**config.mk**
```make
export PLATFORM = sky130hd
export DESIGN_NAME = band_gain_stage
export DESIGN_NICKNAME = d
export VERILOG_FILES = /design/src/rtl/band_gain_stage.sv
export SDC_FILE = /design/constraint.sdc
export NUM_CORES = 2
export LEC_CHECK = 0
export ABC_CLOCK_PERIOD_IN_PS = 17300
export CORE_ASPECT_RATIO = 0.7
export CORE_MARGIN = 4
export CORE_UTILIZATION = 35
export CTS_CLUSTER_DIAMETER = 30
export DETAILED_ROUTE_END_ITERATION = 6
export PLACE_DENSITY = 0.48
export SLEW_MARGIN = 40
export SYNTH_ARGS = -nofsm -noshare
export SYNTH_HDL_FRONTEND = slang
export SYNTH_SLANG_ARGS = --single-unit
```
**constraint.sdc**
```tcl
create_clock -name clk -period 17.3 [get_ports clk]
set_clock_uncertainty 0.1 [all_clocks]
set_input_delay 2.595 -clock clk [delete_from_list [all_inputs] [get_ports clk]]
set_output_delay 2.595 -clock clk [all_outputs]
set_load 0.05 [all_outputs]
```
**src/rtl/band_gain_stage.sv**
```systemverilog
// Multi-band gain stage: per-band target gain set by inc/dec, gliding current gain,
// two-stage multiply / round / saturate datapath with sticky per-band clip flags.
module band_gain_stage #(
  parameter int NUM_BANDS    = 8,
  parameter int DATA_W       = 16,
  parameter int GAIN_W       = 4,
  parameter int FRAC_W       = 2,
  parameter int DEFAULT_GAIN = 4,
  parameter int RAMP_DIV     = 64,
  parameter int SEL_W        = (NUM_BANDS > 1) ? $clog2(NUM_BANDS) : 1
) (
  input  logic                          clk,
  input  logic                          rst,
  input  logic                          in_valid,
  input  logic [NUM_BANDS*DATA_W-1:0]   in_data,
  input  logic [SEL_W-1:0]              band_sel,
  input  logic                          inc,
  input  logic                          dec,
  input  logic                          clr_sat,
  output logic                          out_valid,
  output logic [NUM_BANDS*DATA_W-1:0]   out_data,
  output logic [NUM_BANDS-1:0]          sat_flag,
  output logic [GAIN_W-1:0]             gain_rd,
  output logic                          ramp_busy
);

  localparam int PROD_W = DATA_W + GAIN_W + 1;
  localparam int CNT_W  = (RAMP_DIV > 1) ? $clog2(RAMP_DIV) : 1;

  localparam logic [GAIN_W-1:0]        GAIN_MAX = {GAIN_W{1'b1}};
  localparam logic [GAIN_W-1:0]        GAIN_DEF = GAIN_W'(DEFAULT_GAIN);
  localparam logic [CNT_W-1:0]         CNT_LAST = CNT_W'(RAMP_DIV - 1);
  localparam logic signed [PROD_W-1:0] RND      = PROD_W'(2 ** (FRAC_W - 1));
  localparam logic signed [PROD_W-1:0] OUT_MAX  = {{(PROD_W-DATA_W+1){1'b0}}, {(DATA_W-1){1'b1}}};
  localparam logic signed [PROD_W-1:0] OUT_MIN  = {{(PROD_W-DATA_W+1){1'b1}}, {(DATA_W-1){1'b0}}};

  logic [GAIN_W-1:0]        target_r      [NUM_BANDS];
  logic [GAIN_W-1:0]        current_r     [NUM_BANDS];
  logic [GAIN_W-1:0]        target_next_s [NUM_BANDS];
  logic [GAIN_W-1:0]        current_next_s[NUM_BANDS];
  logic [CNT_W-1:0]         ramp_cnt_r;
  logic [CNT_W-1:0]         ramp_cnt_next_s;
  logic                     ramp_step_s;
  logic                     busy_next_s;

  logic signed [PROD_W-1:0] prod_s [NUM_BANDS];
  logic signed [PROD_W-1:0] prod_r [NUM_BANDS];
  logic                     valid1_r;
  logic signed [PROD_W-1:0] sum_s  [NUM_BANDS];
  logic signed [PROD_W-1:0] shift_s[NUM_BANDS];
  logic [DATA_W-1:0]        clip_s [NUM_BANDS];
  logic [NUM_BANDS-1:0]     sat_s;

  // Button handling: saturating per-band target update; out-of-range band_sel matches nothing.
  always_comb begin
    target_next_s = target_r;
    for (int b = 0; b < NUM_BANDS; b++) begin
      if (band_sel != SEL_W'(b)) begin
        target_next_s[b] = target_r[b];
      end else if (inc && !dec && (target_r[b] != GAIN_MAX)) begin
        target_next_s[b] = target_r[b] + GAIN_W'(1);
      end else if (dec && !inc && (target_r[b] != '0)) begin
        target_next_s[b] = target_r[b] - GAIN_W'(1);
      end else begin
        target_next_s[b] = target_r[b];
      end
    end
  end

  // Ramp pacing: one LSB step toward the old target every RAMP_DIV accepted samples.
  always_comb begin
    ramp_step_s     = in_valid && (ramp_cnt_r == CNT_LAST);
    ramp_cnt_next_s = ramp_cnt_r;
    current_next_s  = current_r;
    busy_next_s     = 1'b0;
    if (!in_valid) begin
      ramp_cnt_next_s = ramp_cnt_r;
    end else if (ramp_step_s) begin
      ramp_cnt_next_s = '0;
    end else begin
      ramp_cnt_next_s = ramp_cnt_r + CNT_W'(1);
    end
    for (int b = 0; b < NUM_BANDS; b++) begin
      if (!ramp_step_s || (current_r[b] == target_r[b])) begin
        current_next_s[b] = current_r[b];
      end else if (current_r[b] < target_r[b]) begin
        current_next_s[b] = current_r[b] + GAIN_W'(1);
      end else begin
        current_next_s[b] = current_r[b] - GAIN_W'(1);
      end
      busy_next_s = busy_next_s | (current_next_s[b] != target_next_s[b]);
    end
  end

  // Readback mux of the target code for the selected band.
  always_comb begin
    gain_rd = '0;
    for (int b = 0; b < NUM_BANDS; b++) begin
      gain_rd = (band_sel == SEL_W'(b)) ? target_r[b] : gain_rd;
    end
  end

  // Gain state, ramp counter and busy flag registers.
  always_ff @(posedge clk or posedge rst) begin
    if (rst) begin
      for (int b = 0; b < NUM_BANDS; b++) begin
        target_r[b]  <= GAIN_DEF;
        current_r[b] <= GAIN_DEF;
      end
      ramp_cnt_r <= '0;
      ramp_busy  <= 1'b0;
    end else begin
      target_r   <= target_next_s;
      current_r  <= current_next_s;
      ramp_cnt_r <= ramp_cnt_next_s;
      ramp_busy  <= busy_next_s;
    end
  end

  // Stage 1 product: the gain is zero-extended so it multiplies as a non-negative value.
  always_comb begin
    for (int b = 0; b < NUM_BANDS; b++) begin
      prod_s[b] = PROD_W'($signed(in_data[b*DATA_W +: DATA_W])) *
                  PROD_W'($signed({1'b0, current_r[b]}));
    end
  end

  // Stage 1 register; products are only refreshed for accepted samples.
  always_ff @(posedge clk or posedge rst) begin
    if (rst) begin
      valid1_r <= 1'b0;
      for (int b = 0; b < NUM_BANDS; b++) begin
        prod_r[b] <= '0;
      end
    end else begin
      valid1_r <= in_valid;
      if (in_valid) begin
        prod_r <= prod_s;
      end else begin
        prod_r <= prod_r;
      end
    end
  end

  // Stage 2 arithmetic: round half toward +inf, then clamp to the sample range.
  always_comb begin
    sat_s = '0;
    for (int b = 0; b < NUM_BANDS; b++) begin
      sum_s[b]   = prod_r[b] + RND;
      shift_s[b] = sum_s[b] >>> FRAC_W;
      if (shift_s[b] > OUT_MAX) begin
        clip_s[b] = OUT_MAX[DATA_W-1:0];
        sat_s[b]  = 1'b1;
      end else if (shift_s[b] < OUT_MIN) begin
        clip_s[b] = OUT_MIN[DATA_W-1:0];
        sat_s[b]  = 1'b1;
      end else begin
        clip_s[b] = shift_s[b][DATA_W-1:0];
        sat_s[b]  = 1'b0;
      end
    end
  end

  // Output register: data holds through bubbles, saturation set wins over clear.
  always_ff @(posedge clk or posedge rst) begin
    if (rst) begin
      out_valid <= 1'b0;
      out_data  <= '0;
      sat_flag  <= '0;
    end else begin
      out_valid <= valid1_r;
      if (valid1_r) begin
        for (int b = 0; b < NUM_BANDS; b++) begin
          out_data[b*DATA_W +: DATA_W] <= clip_s[b];
        end
        sat_flag <= (sat_flag & ~{NUM_BANDS{clr_sat}}) | sat_s;
      end else begin
        out_data <= out_data;
        sat_flag <= sat_flag & ~{NUM_BANDS{clr_sat}};
      end
    end
  end

endmodule
```
==> reports/metrics.yaml <==
post_synth_instance_area_um2: 38900
fin_area_um2: 47100
areaGrowthSynthToFinish_pct: 21.0
max_cap_violations: 0
die-height_um: 287
status: "finished, final reports clean"
pin_count: 279
final_common_cell: "inv_1"
path_common_cell: "clkdlybuf4s50_1"
worstPathMaxFanout: 20
synthArstFlopShare: 1.00
hpwl_um: 83200
drt_iter0_drc: 1566
route.detailed.drc: 0
cts.path.max_buffers: 3
synth_nets: 5138
tightest_slew_ps: 824
critical_path_required_ps: 14610
fin_tns_setup_ps: 0
avgSynthCellArea_um2: 8.97
numCtsBuffers: 106
synth-seq-cells: 369
place_area_um2: 43200
top_layer: "met4"
die_area_um2: 117000
htree_levels: 3
fin_cells: 6159
cts_setup_buffers: 0
dp_slack_ps: 9010
setup_viol: 0
final_antenna_net_count: 0
multi_input_area_um2: 26700
critPathLaunchType: "input port"
grt_pass1_vias: 30000
grt_pass1_wl_um: 171000
cts_hold_buf: 0
power_density_nw_per_um2: 161
synth_cells: 4336
rsz0062_at_grt: "no"
wl_met1_um: 55600
cts_root_buffer: "clkbuf_16"
fin_ws_ps: 9110
finalWeightedCongestion: 0.803
fillCellCount: 11000
vias_per_cell: 4.88
insertion_delay_ps: 680
port_buffers: 278
core_area_um2: 110000
fmax_mhz: 122
drv_slew: 0
critPathMaxStageDelay_ps: 880
initial_core_util: 0.352
dr_wl_met2_um: 43600
dp_cells: 5957
end_kind: "primary output"
synth_ff_type: "dfrtp_1"
gr-total-overflow: 0
peakVddDrop_v: 0.0000869
synthDistinctLibCells: 91
ys_seq_area_frac: 0.238
hp-class: "reg2reg"
cts_resized: 0
die_w_um: 406
wl_per_cell_um: 17.1
crit_chain: "clkdlybuf4s50_1, nor2b_1, a2111oi_0, nor2_1, o21ai_0, clkdlybuf4s50_1"
max_slew_margin: 0.451
final_cell_mix: "inv_1 (640), ha_1 (393), and2_1 (376)"
crit_type: "in2out"
p_leak_nw: 22.6
num_vias: 30100
wl_met3_um: 4250
fin_nets: 5412
crit_arrival_ps: 5500
cp_slowest_cell: "clkdlybuf4s50_1"
cts_tree: "done"
seq_area_um2: 9260
clk_pin_slew_ps: 40
period_share: 0.474
grt_use_total: 0.182
drive_above_1_share: 0.0843
hold_violations: 0
yosys_warnings: 0
dr.pass1.iters: 5
num_rows: 102
finalCriticalPeriod_ps: 8190
grt_max_degree: 142
postRouteWirelength_um: 106000
synth_edf_count: 0
clock-sinks: 369
antenna_found_initial: 8
Yosys cell counts (19+ instances only):
master / instances / area [um2]
nor3_1: 51 / 255
clkbuf_1: 114 / 428
nor2b_1: 19 / 119
nand2_1: 299 / 1120
inv_1: 642 / 2410
nand4_1: 32 / 200
and2_1: 376 / 2350
mux2_2: 121 / 1360
ha_1: 393 / 4920
a21oi_1: 252 / 1260
nor2_1: 240 / 901
nand3_1: 99 / 495
xnor2_1: 209 / 1830
a21o_1: 72 / 541
xor2_1: 116 / 1020
fa_1: 272 / 5450
and3_1: 49 / 307
a31oi_1: 39 / 244
a211oi_1: 23 / 173
o21a_1: 40 / 300
o21bai_1: 20 / 150
o211ai_1: 32 / 240
o21ai_0: 103 / 515
o22a_1: 29 / 254
and4_1: 19 / 166
dfrtp_1: 353 / 8830
worst paths after layout:
check / from / endpoint / slack [ps] / cells past startpoint
max: band_sel[0] / gain_rd[2] / 9110 / 6
min: out_data[102]$_DFFE_PP0P_ / out_data[102]$_DFFE_PP0P_ / 370 / 1
max reg2reg: current_r[10]$_DFF_PP1_ / prod_r[61]$_DFFE_PP0P_ / 12050 / 15
min reg2reg: out_data[102]$_DFFE_PP0P_ / out_data[102]$_DFFE_PP0P_ / 370 / 1
max in group asynchronous: rst / prod_r[28]$_DFFE_PP0P_ / 13060 / 4
min in group asynchronous: rst / out_data[46]$_DFFE_PP0P_ / 2290 / 2
power breakdown:
part	total, mW	internal, mW	switching, mW	leakage, nW
Sequential	1.72	1.26	0.462	4.25
Combinational	3.79	1.57	2.21	16.5
Clock	2.09	1.48	0.613	1.84
area by class of cell:
cell class / count / area share
Multi-Input combinational cell: 3190 / 0.568
Sequential cell: 369 / 0.197
Timing Repair Buffer: 301 / 0.0638
Clock buffer: 129 / 0.0617
Inverter: 642 / 0.0514
Tap cell: 1456 / 0.0387
Clock inverter: 68 / 0.0198
Antenna cell: 4 / 0.000213
worst max-delay path: cells and delay by family:
kind,cells,cell delay (ps)
buffers and inverters,2,1640
AO/OA/AOI/OAI,2,870
AND/OR/NAND/NOR,2,390
metrics by stage:
stage,hold WS (ps),power [mW],util
floorplan,252,4.38,-
global placement,364,5.51,0.391
detailed placement,366,5.53,0.391
CTS,377,7.68,0.426
global route,383,8.19,0.426
finish,371,7.59,0.426
sequential cells by signal, summed over array words and instances, names as in the netlist:
signal	flops
out_valid	1
prod_r	160
current_r	32
valid1_r	1
ramp_cnt_r	6
out_data	128
ramp_busy	1
target_r	32
sat_flag	8
cells by family (layout without fill, tap and decap cells):
| group | Yosys count | count (layout) | synth area share |
|---|---|---|---|
| and+or+nand+nor | 1290 | 1290 | 0.172 |
| muxes | 134 | 134 | 0.0390 |
| adders and majority gates | 665 | 665 | 0.266 |
| xor gates and xnor gates | 336 | 336 | 0.0796 |
| DFF | 369 | 369 | 0.238 |
| AOI/OAI and AO/OA | 765 | 765 | 0.129 |
| buffers and inverters | 777 | 1140 | 0.0756 |
| other | 0 | 4 | 0 |
routing by layer:
layer  GRT usage  vias up
li1            -    15100
met1       0.281    14400
met2       0.265      462
met3      0.0295      133
met4      0.0428        0
met5           0        -
(Power assumes the default switching activity.)
